File: config.mk
export PLATFORM = sky130hd
export DESIGN_NAME = block_move_ctrl
export DESIGN_NICKNAME = d
export VERILOG_FILES = /design/src/rtl/block_move_ctrl.sv
export SDC_FILE = /design/constraint.sdc
export NUM_CORES = 1
export LEC_CHECK = 0
export BUFFER_PORTS_ARGS = -buffer_cell sky130_fd_sc_hd__buf_2
export CAP_MARGIN = 30
export CORE_ASPECT_RATIO = 1.1
export CORE_UTILIZATION = 45
export DETAILED_ROUTE_END_ITERATION = 10
export PLACE_DENSITY_LB_ADDON = 0.1
export SLEW_MARGIN = 40
export SYNTH_ARGS = -nofsm -noshare
export SYNTH_HDL_FRONTEND = slang
export SYNTH_SLANG_ARGS = --single-unit
File: constraint.sdc
create_clock -name clk -period 2.9 [get_ports clk]
set_input_delay 0.58 -clock clk [delete_from_list [all_inputs] [get_ports clk]]
set_output_delay 0.58 -clock clk [all_outputs]
set_load 0.02 [all_outputs]
File: src/rtl/block_move_ctrl.sv
// rtl/block_move_ctrl.sv - piece movement controller: candidate generation, collision check, commit, lock and respawn
module block_move_ctrl #(
    parameter int BOARD_W     = 20,
    parameter int BOARD_H     = 30,
    parameter int ROT_STATES  = 4,
    parameter int SPAWN_X     = 9,
    parameter int CHK_TIMEOUT = 15
) (
    input  logic       clk,
    input  logic       rst_n,
    input  logic       btn_left,
    input  logic       btn_right,
    input  logic       btn_rot,
    input  logic       btn_down,
    input  logic       tick,
    input  logic [9:0] cur_x,
    input  logic [9:0] cur_y,
    input  logic [9:0] cur_rot,
    output logic [9:0] cand_x,
    output logic [9:0] cand_y,
    output logic [9:0] cand_rot,
    output logic       chk_req,
    input  logic       chk_done,
    input  logic       chk_hit,
    output logic       pos_refresh,
    output logic       pos_err,
    output logic       lock,
    input  logic       lock_done,
    output logic       game_over,
    output logic       busy
);

    localparam logic [9:0] X_MAX    = 10'(BOARD_W - 1);
    localparam logic [9:0] Y_MAX    = 10'(BOARD_H - 1);
    localparam logic [9:0] ROT_LAST = 10'(ROT_STATES - 1);
    localparam logic [9:0] SPAWN_XV = 10'(SPAWN_X);
    localparam int         CNT_W    = $clog2(CHK_TIMEOUT + 1);
    localparam logic [CNT_W-1:0] CNT_ONE  = CNT_W'(1);
    localparam logic [CNT_W-1:0] CNT_LAST = CNT_W'(CHK_TIMEOUT);

    typedef enum logic [2:0] {
        S_IDLE,
        S_CHECK,
        S_COMMIT,
        S_LOCK,
        S_SPAWN,
        S_SPAWN_CHK,
        S_OVER
    } state_t;

    typedef enum logic [2:0] {
        EV_NONE,
        EV_FALL,
        EV_ROT,
        EV_LEFT,
        EV_RIGHT
    } ev_t;

    state_t           state;
    state_t           state_next;
    ev_t              ev;
    logic [9:0]       ev_x;
    logic [9:0]       ev_y;
    logic [9:0]       ev_rot;
    logic [9:0]       cand_x_q;
    logic [9:0]       cand_y_q;
    logic [9:0]       cand_rot_q;
    logic             is_fall;
    logic             pend_tick;
    logic [CNT_W-1:0] wait_cnt;
    logic             chk_expired;
    logic             in_chk;

    assign in_chk      = (state == S_CHECK) || (state == S_SPAWN_CHK);
    assign chk_expired = (wait_cnt == CNT_LAST);

    // Pick the single highest-priority event and form its candidate from cur_*
    always_comb begin
        ev     = EV_NONE;
        ev_x   = cur_x;
        ev_y   = cur_y;
        ev_rot = cur_rot;
        if (tick || pend_tick || btn_down) begin
            ev   = EV_FALL;
            ev_y = cur_y + 10'd1;
        end else if (btn_rot) begin
            ev     = EV_ROT;
            ev_rot = (cur_rot >= ROT_LAST) ? 10'd0 : cur_rot + 10'd1;
        end else if (btn_left) begin
            ev   = EV_LEFT;
            ev_x = cur_x - 10'd1;
        end else if (btn_right) begin
            ev   = EV_RIGHT;
            ev_x = cur_x + 10'd1;
        end
    end

    // State register; reset wins over any transition at the same edge
    always_ff @(posedge clk) begin
        if (!rst_n) begin
            state <= S_IDLE;
        end else begin
            state <= state_next;
        end
    end

    // Next-state decision
    always_comb begin
        state_next = state;
        case (state)
            S_IDLE: begin
                case (ev)
                    EV_FALL:  state_next = (cur_y == Y_MAX) ? S_LOCK : S_CHECK;
                    EV_ROT:   state_next = S_CHECK;
                    EV_LEFT:  state_next = (cur_x == 10'd0) ? S_IDLE : S_CHECK;
                    EV_RIGHT: state_next = (cur_x == X_MAX) ? S_IDLE : S_CHECK;
                    default:  state_next = S_IDLE;
                endcase
            end
            S_CHECK: begin
                if (chk_done && !chk_hit) begin
                    state_next = S_COMMIT;
                end else if (chk_done || chk_expired) begin
                    // an unanswered check is treated the same as a collision
                    state_next = is_fall ? S_LOCK : S_IDLE;
                end
            end
            S_COMMIT:    state_next = S_IDLE;
            S_LOCK:      state_next = lock_done ? S_SPAWN : S_LOCK;
            S_SPAWN:     state_next = S_SPAWN_CHK;
            S_SPAWN_CHK: begin
                if (chk_done && !chk_hit) begin
                    state_next = S_IDLE;
                end else if (chk_done || chk_expired) begin
                    state_next = S_OVER;
                end
            end
            S_OVER:      state_next = S_OVER;
            default:     state_next = S_IDLE;
        endcase
    end

    // Moore outputs decoded from the state
    always_comb begin
        chk_req     = 1'b0;
        pos_refresh = 1'b0;
        pos_err     = 1'b0;
        lock        = 1'b0;
        game_over   = 1'b0;
        busy        = 1'b1;
        case (state)
            S_IDLE:      busy        = 1'b0;
            S_CHECK:     chk_req     = 1'b1;
            S_COMMIT:    pos_refresh = 1'b1;
            S_LOCK:      lock        = 1'b1;
            S_SPAWN:     pos_err     = 1'b1;
            S_SPAWN_CHK: chk_req     = 1'b1;
            S_OVER: begin
                game_over = 1'b1;
                busy      = 1'b0;
            end
            default:     busy        = 1'b0;
        endcase
    end

    assign cand_x   = cand_x_q;
    assign cand_y   = cand_y_q;
    assign cand_rot = cand_rot_q;

    // Candidate latch, fall flag, pending gravity tick and check timeout counter
    always_ff @(posedge clk) begin
        if (!rst_n) begin
            cand_x_q   <= 10'd0;
            cand_y_q   <= 10'd0;
            cand_rot_q <= 10'd0;
            is_fall    <= 1'b0;
            pend_tick  <= 1'b0;
            wait_cnt   <= CNT_ONE;
        end else begin
            // the counter idles at 1 so the first request cycle already reads 1
            wait_cnt <= in_chk ? wait_cnt + CNT_ONE : CNT_ONE;

            if (state == S_IDLE) begin
                // a pending tick always has top priority in IDLE, so it is serviced here
                pend_tick <= 1'b0;
                if (state_next != S_IDLE) begin
                    cand_x_q   <= ev_x;
                    cand_y_q   <= ev_y;
                    cand_rot_q <= ev_rot;
                    is_fall    <= (ev == EV_FALL);
                end
            end else if (state != S_OVER && tick) begin
                pend_tick <= 1'b1;
            end

            if (state == S_SPAWN) begin
                cand_x_q   <= SPAWN_XV;
                cand_y_q   <= 10'd0;
                cand_rot_q <= 10'd0;
                is_fall    <= 1'b0;
            end
        end
    end

endmodule

-- Yosys cells after proc, flatten, opt, wreduce, memory -nomap -nowiden
Cells that the tools add are included.
- flip-flop bits (word level): 39
- bits of input ports: 40
- add/subtract/negate cells: 5
- order comparisons: 1
- equality and inequality tests: 14
- multiplexer cells: 32
- bitwise gates (word level): 1
- reductions and logical operators: 19
- operator list (cell ; count):
    two-way mux 10 bit ; 8
    adder 10 x 1 -> 10 bit (second input constant) ; 3
    two-way mux 3 bit ; 9
    equality test 10 x 5 -> 1 bit (second input constant) ; 2
    one-hot mux 3 bit (6 select lines) ; 1
    equality test 3 x 2 -> 1 bit (second input constant) ; 4
    equality test 3 bit (second input constant) ; 4
    two-way mux 4 bit ; 3
    greater-or-equal comparator 10 x 2 -> 1 bit (second input constant) ; 1
    logical NOT 10 bit ; 1
    subtractor 10 x 1 -> 10 bit (second input constant) ; 1
    two-way mux 1 bit ; 8
    one-hot mux 2 bit (4 select lines) ; 1
    equality test 3 x 1 -> 1 bit (second input constant) ; 2
    AND reduction 2 bit ; 3
    OR reduction 2 bit ; 3
    OR reduction 5 bit ; 1
    adder 4 x 1 -> 4 bit (second input constant) ; 1
    equality test 4 bit (second input constant) ; 1
    logical OR 1 bit ; 4
    two-way mux 2 bit ; 2
    nonzero test 2 bit ; 2
    logical NOT 3 bit ; 1
    != test 3 bit (second input constant) ; 1
    4 further kinds ; 5

-- Depth between registers and ports, before layout
- word-level depth: 11
- depth in mapped cells: 10

-- Worst setup path after synthesis
Ideal clock, no wire load.
- path kind: input to register
- from: input cur_x[6]
- to: register cand_x_q[0], in the netlist cand_x[0]
- library setup time: 115 ps
- data arrival time: 2045 ps
- data required time: 2785 ps
- slack: 740 ps
- stages: 7
- cell sequence: buf_2 -> nor3_1 -> a41oi_1 -> and3_1 -> clkbuf_1 -> or4b_1 -> o21a_1
- longest elaborated chain between the ends: 7
- elaborated cells on any way between the ends: 9
- those cells by class: 1 x eq/ne; 4 x mux; 4 x reduce/logical
- ends and longest elaborated chain (what ; RTL line ; source):
    start: declaration ; 16 ; input logic [9:0] cur_x,
    equality test 10 x 5 -> 1 bit or logical NOT 10 bit (tied branches) ; 116, 115 ;
    two-way mux 1 bit (on tied branches) ; 116, 115 ;
    one-hot mux 2 bit (4 select lines) * ; 112 ; case (ev)
    one-hot mux 3 bit (6 select lines) * ; 110 ; case (state)
    nonzero test 3 bit * ; 186 ; if (state_next != S_IDLE) begin
    nonzero test 2 bit (no source line) * ; - ;
    AND reduction 2 bit (no source line) * ; - ;
    end signal: assignment ; 187 ; cand_x_q <= ev_x;
    end: declaration ; 65 ; logic [9:0] cand_x_q;
Every way passes the cells marked *; elsewhere a longest branch is shown, timed or not.
A chain may end at the register's enable or synchronous reset.

-- Final worst setup path
- from: input cur_rot[0]
- to: register cand_rot_q[8], in the netlist cand_rot[8]
- longest elaborated chain between the ends: 4
- elaborated cells on any way between the ends: 5
- those cells by class: 1 x add/sub; 1 x order compare; 3 x mux
- ends and longest elaborated chain (what ; RTL line ; source):
    start: declaration ; 18 ; input logic [9:0] cur_rot,
    adder 10 x 1 -> 10 bit or greater-or-equal comparator 10 x 2 -> 1 bit (tied branches) ; 88 ; ev_rot = (cur_rot >= ROT_LAST) ? 10'd0 : cur_rot + 10'd1;
    two-way mux 10 bit * ; 88 ;
    two-way mux 10 bit * ; 86 ; end else if (btn_rot) begin
    two-way mux 10 bit * ; 83 ; if (tick || pend_tick || btn_down) begin
    end signal: assignment ; 189 ; cand_rot_q <= ev_rot;
    end: declaration ; 67 ; logic [9:0] cand_rot_q;
Marks and branches as above.

==> key figures <==
Outcome
  – Status: completed

STA
  – Period utilisation layout: 0.773
  – Slew headroom: 0.605
  – RSZ-0062 raised after global routing: false
  – Setup Total Neg Slack: 0 ns
  – Final count of pins violating max slew: 0
  – # setup viols final: 0
  – Final hold vios: 0
  – Clock Skews: between 0.002 and 0.0025 ns
  – Slew @ Worst Pin: 0.591 ns
  – Achievable Freq: about 0.45 GHz
  – Fin crit period: between 2 and 2.5 ns

Global routing
  – GRT Util Overall: 0.208
  – Initial antenna violation count: 0
  – Largest net degree at the start of global routing: 47
  – First-pass GRT wire length: between 9 and 10 mm
  – Vias in the first global route: 2,042
  – Global route overflow: 0

CTS
  – Number of H-tree levels: 2
  – Skew-Pair Late Insertion Delay: roughly 0.28 ns
  – CTS tree: yes
  – Clock sinks: 39
  – Number of gates resized after CTS: 0
  – CTS Buf Count: 5
  – Clk slew on worst S/H paths: approximately 0.07 ns
  – Cts hold-fix bufs: 0
  – Postcts setup bufs: 0
  – Root buffer cell: clkbuf_8
  – Deepest clock path buffer count: 2

Place
  – HPWL after DPL: 4.24 mm
  – Global placement routability congestion: between 0.8 and 0.9
  – Number of I/O port buffers: between 70 and 80

Min path
  – Worst hold path startpoint: wait_cnt[0]
  – Worst Hold Class: reg2reg

Drt
  – DR DRC count: 0
  – First-pass DRT Iterations: 4
  – Routed Antenna Nets: 0
  – Max layer used: met4
  – Met2 Wirelength: 2.64 mm
  – Post-DR wirelength/cell: 13.7 µm
  – WL met1: 2.72 mm
  – Total number of vias: about 2,400
  – WL met3: approximately 350 µm
  – WL final: roughly 5.8 mm
  – Detailed Route Iter0 Violations: between 100 and 150
  – DR vias/cell: ~5.6

Worst setup path
  – Flop2flop setup slack: 0.81 ns
  – RR Startpoint: state[2]
  – Worst path slowest cell: nor4_1
  – CP delay by family, top: simple AND/OR/NAND/NOR gates
  – Crit Path Category: in2reg
  – Setup crit start kind: input port
  – Max incr delay on CP: 0.44 ns
  – Worst EP required: about 3.1 ns
  – CP Capture Type: flop
  – CP Data Arrival Time: about 2.5 ns
  – CP bufs+invs: 1
  – Crit path launch: cur_rot[0]
  – Crit Path Max Fanout: 8
  – Critical-path cell list: buf_2 -> ha_1 -> or4_1 -> nor4_1 -> nand2b_1 -> o211ai_1 -> a21oi_1

Flow run
  – MaxCap Viol Count: 0

Pwr
  – Overall Power: 1.39 mW
  – Peak supply drop: ~0.00021 V
  – Pleak: around 1.2 nW
  – P per Cell Area: around 480 nW/µm²

Layout
  – Share of layout cells above drive strength 1: 0.248
  – Most frequent cells in the layout: buf_2 (75), dfxtp_1 (39), nor2_1 (33)
  – Antenna diode count: 0
  – Area growth syn-to-layout: 18.8%
  – Most common cell after layout, fill and taps aside: buf_2
  – Fin nets: 409

Floorplanning
  – Io pins: 76
  – Core area: approximately 5000 µm²
  – Initial Util: 0.476
  – Die width: between 70 and 80 µm
  – Die area: ~5700 µm²
  – Die height: 78.8 µm
  – Core Rows: 27

Synth
  – Top_reg_cell synth: dfxtp_1
  – Synth cell types: 54
  – Cell area after synthesis: ~2400 µm²
  – Synth warn: 0
  – Post-synth EDFFs: 0
  – Fraction of registers with async set/reset: 0
  – Post-Syn Nets: approximately 350
  – Synthesized flop and latch total: 39
  – Avg Synthesized Cell Area: roughly 8 µm²
  – Mapped Cells: between 300 and 400
  – Sequential area share after synthesis: 0.323
## cell families after synthesis
group	Yosys count	share of synthesized area
AOI/OAI and AO/OA	67	0.187
buffers and inverters	28	0.0503
adders and majority gates	7	0.0363
muxes	5	0.0207
and+or+nand+nor	134	0.306
xor gates and xnor gates	21	0.0762
DFF	39	0.323
## power by group
part / total, mW / internal [mW] / leakage, nW / switching (mW)
Combinational: 0.403 / 0.157 / 0.832 / 0.246
Sequential: 0.628 / 0.593 / 0.323 / 0.0353
Clock: 0.358 / 0.169 / 0.0422 / 0.189
Total: 1.39 / 0.919 / 1.20 / 0.470
## synth_stat cells, types with 2 or more instances
cell       n  share of area
nand4b_1   2         0.0073
nand3b_1   3         0.0093
and3_1     2         0.0052
nor3_1     8          0.017
mux2i_1    5          0.021
a21oi_1   21          0.044
nor2b_1    4          0.010
a32oi_1    2         0.0073
buf_2     10          0.021
clkbuf_1  10          0.016
nor4bb_1   2         0.0083
xnor2_1   14          0.051
inv_1      6         0.0093
o21ai_0   11          0.023
xor2_1     7          0.025
nor2_1    33          0.051
dfxtp_1   39           0.32
nand2b_1  15          0.039
nand3_1    9          0.019
a311oi_1   2         0.0073
nor4_1     4          0.010
a211oi_1  11          0.034
and3b_1    3          0.011
and2_1     3         0.0078
or4_1      2         0.0062
nand2_1   21          0.033
nand4_1   10          0.026
or3_1      5          0.013
ha_1       7          0.036
o211ai_1   6          0.019
## layout make-up
class | instances | area, µm²
fill | 522 | 2200
multi-input combinational | 234 | 1520
sequential | 39 | 781
timing repair buffer | 76 | 395
clock buffer | 7 | 76.3
tap | 58 | 72.6
inverter | 6 | 22.5
clock inverter | 1 | 5.00
## layer usage
metal | GRT usage | vias to the layer above
met4 | 0.0667 | 0
met3 | 0.0457 | 4
met5 | 0 | -
li1 | - | 1212
met1 | 0.270 | 1072
met2 | 0.342 | 73
## metrics by stage
step | setup slack [ns] | cells | util | hold slack (ns) | cell area, µm²
final | 0.657 | 421 | 0.566 | 0.419 | 2870
after global routing | 0.572 | 421 | 0.566 | 0.464 | 2870
after floorplan | 0.740 | 301 | - | 0.385 | 2410
after CTS | 0.697 | 421 | 0.566 | 0.422 | 2870
after global placement | 0.477 | 413 | 0.549 | 0.397 | 2780
after detailed placement | 0.407 | 413 | 0.550 | 0.404 | 2790
## worst register-to-register path, delay by kind of cell, from the launching register on
kind / cells / cell delay, ns
compound gates: 1 / 0.16
buf+inv: 1 / 0.26
simple gates: 3 / 0.89
flops: 1 / 0.45
mux: 1 / 0.21
## final timing paths
path,end,cells past startpoint
setup / recovery,cand_rot[8],7
hold reg to reg,wait_cnt[0],1
hold / removal,wait_cnt[0],1
setup reg to reg,cand_y[1],6
## registers in the layout, indices dropped and copies added, names as in the netlist
name and flops:
state 3, cand_x 10, is_fall 1, pend_tick 1, wait_cnt 4, cand_y 10, cand_rot 10
Note: power is estimated with default switching activity, not from simulation.
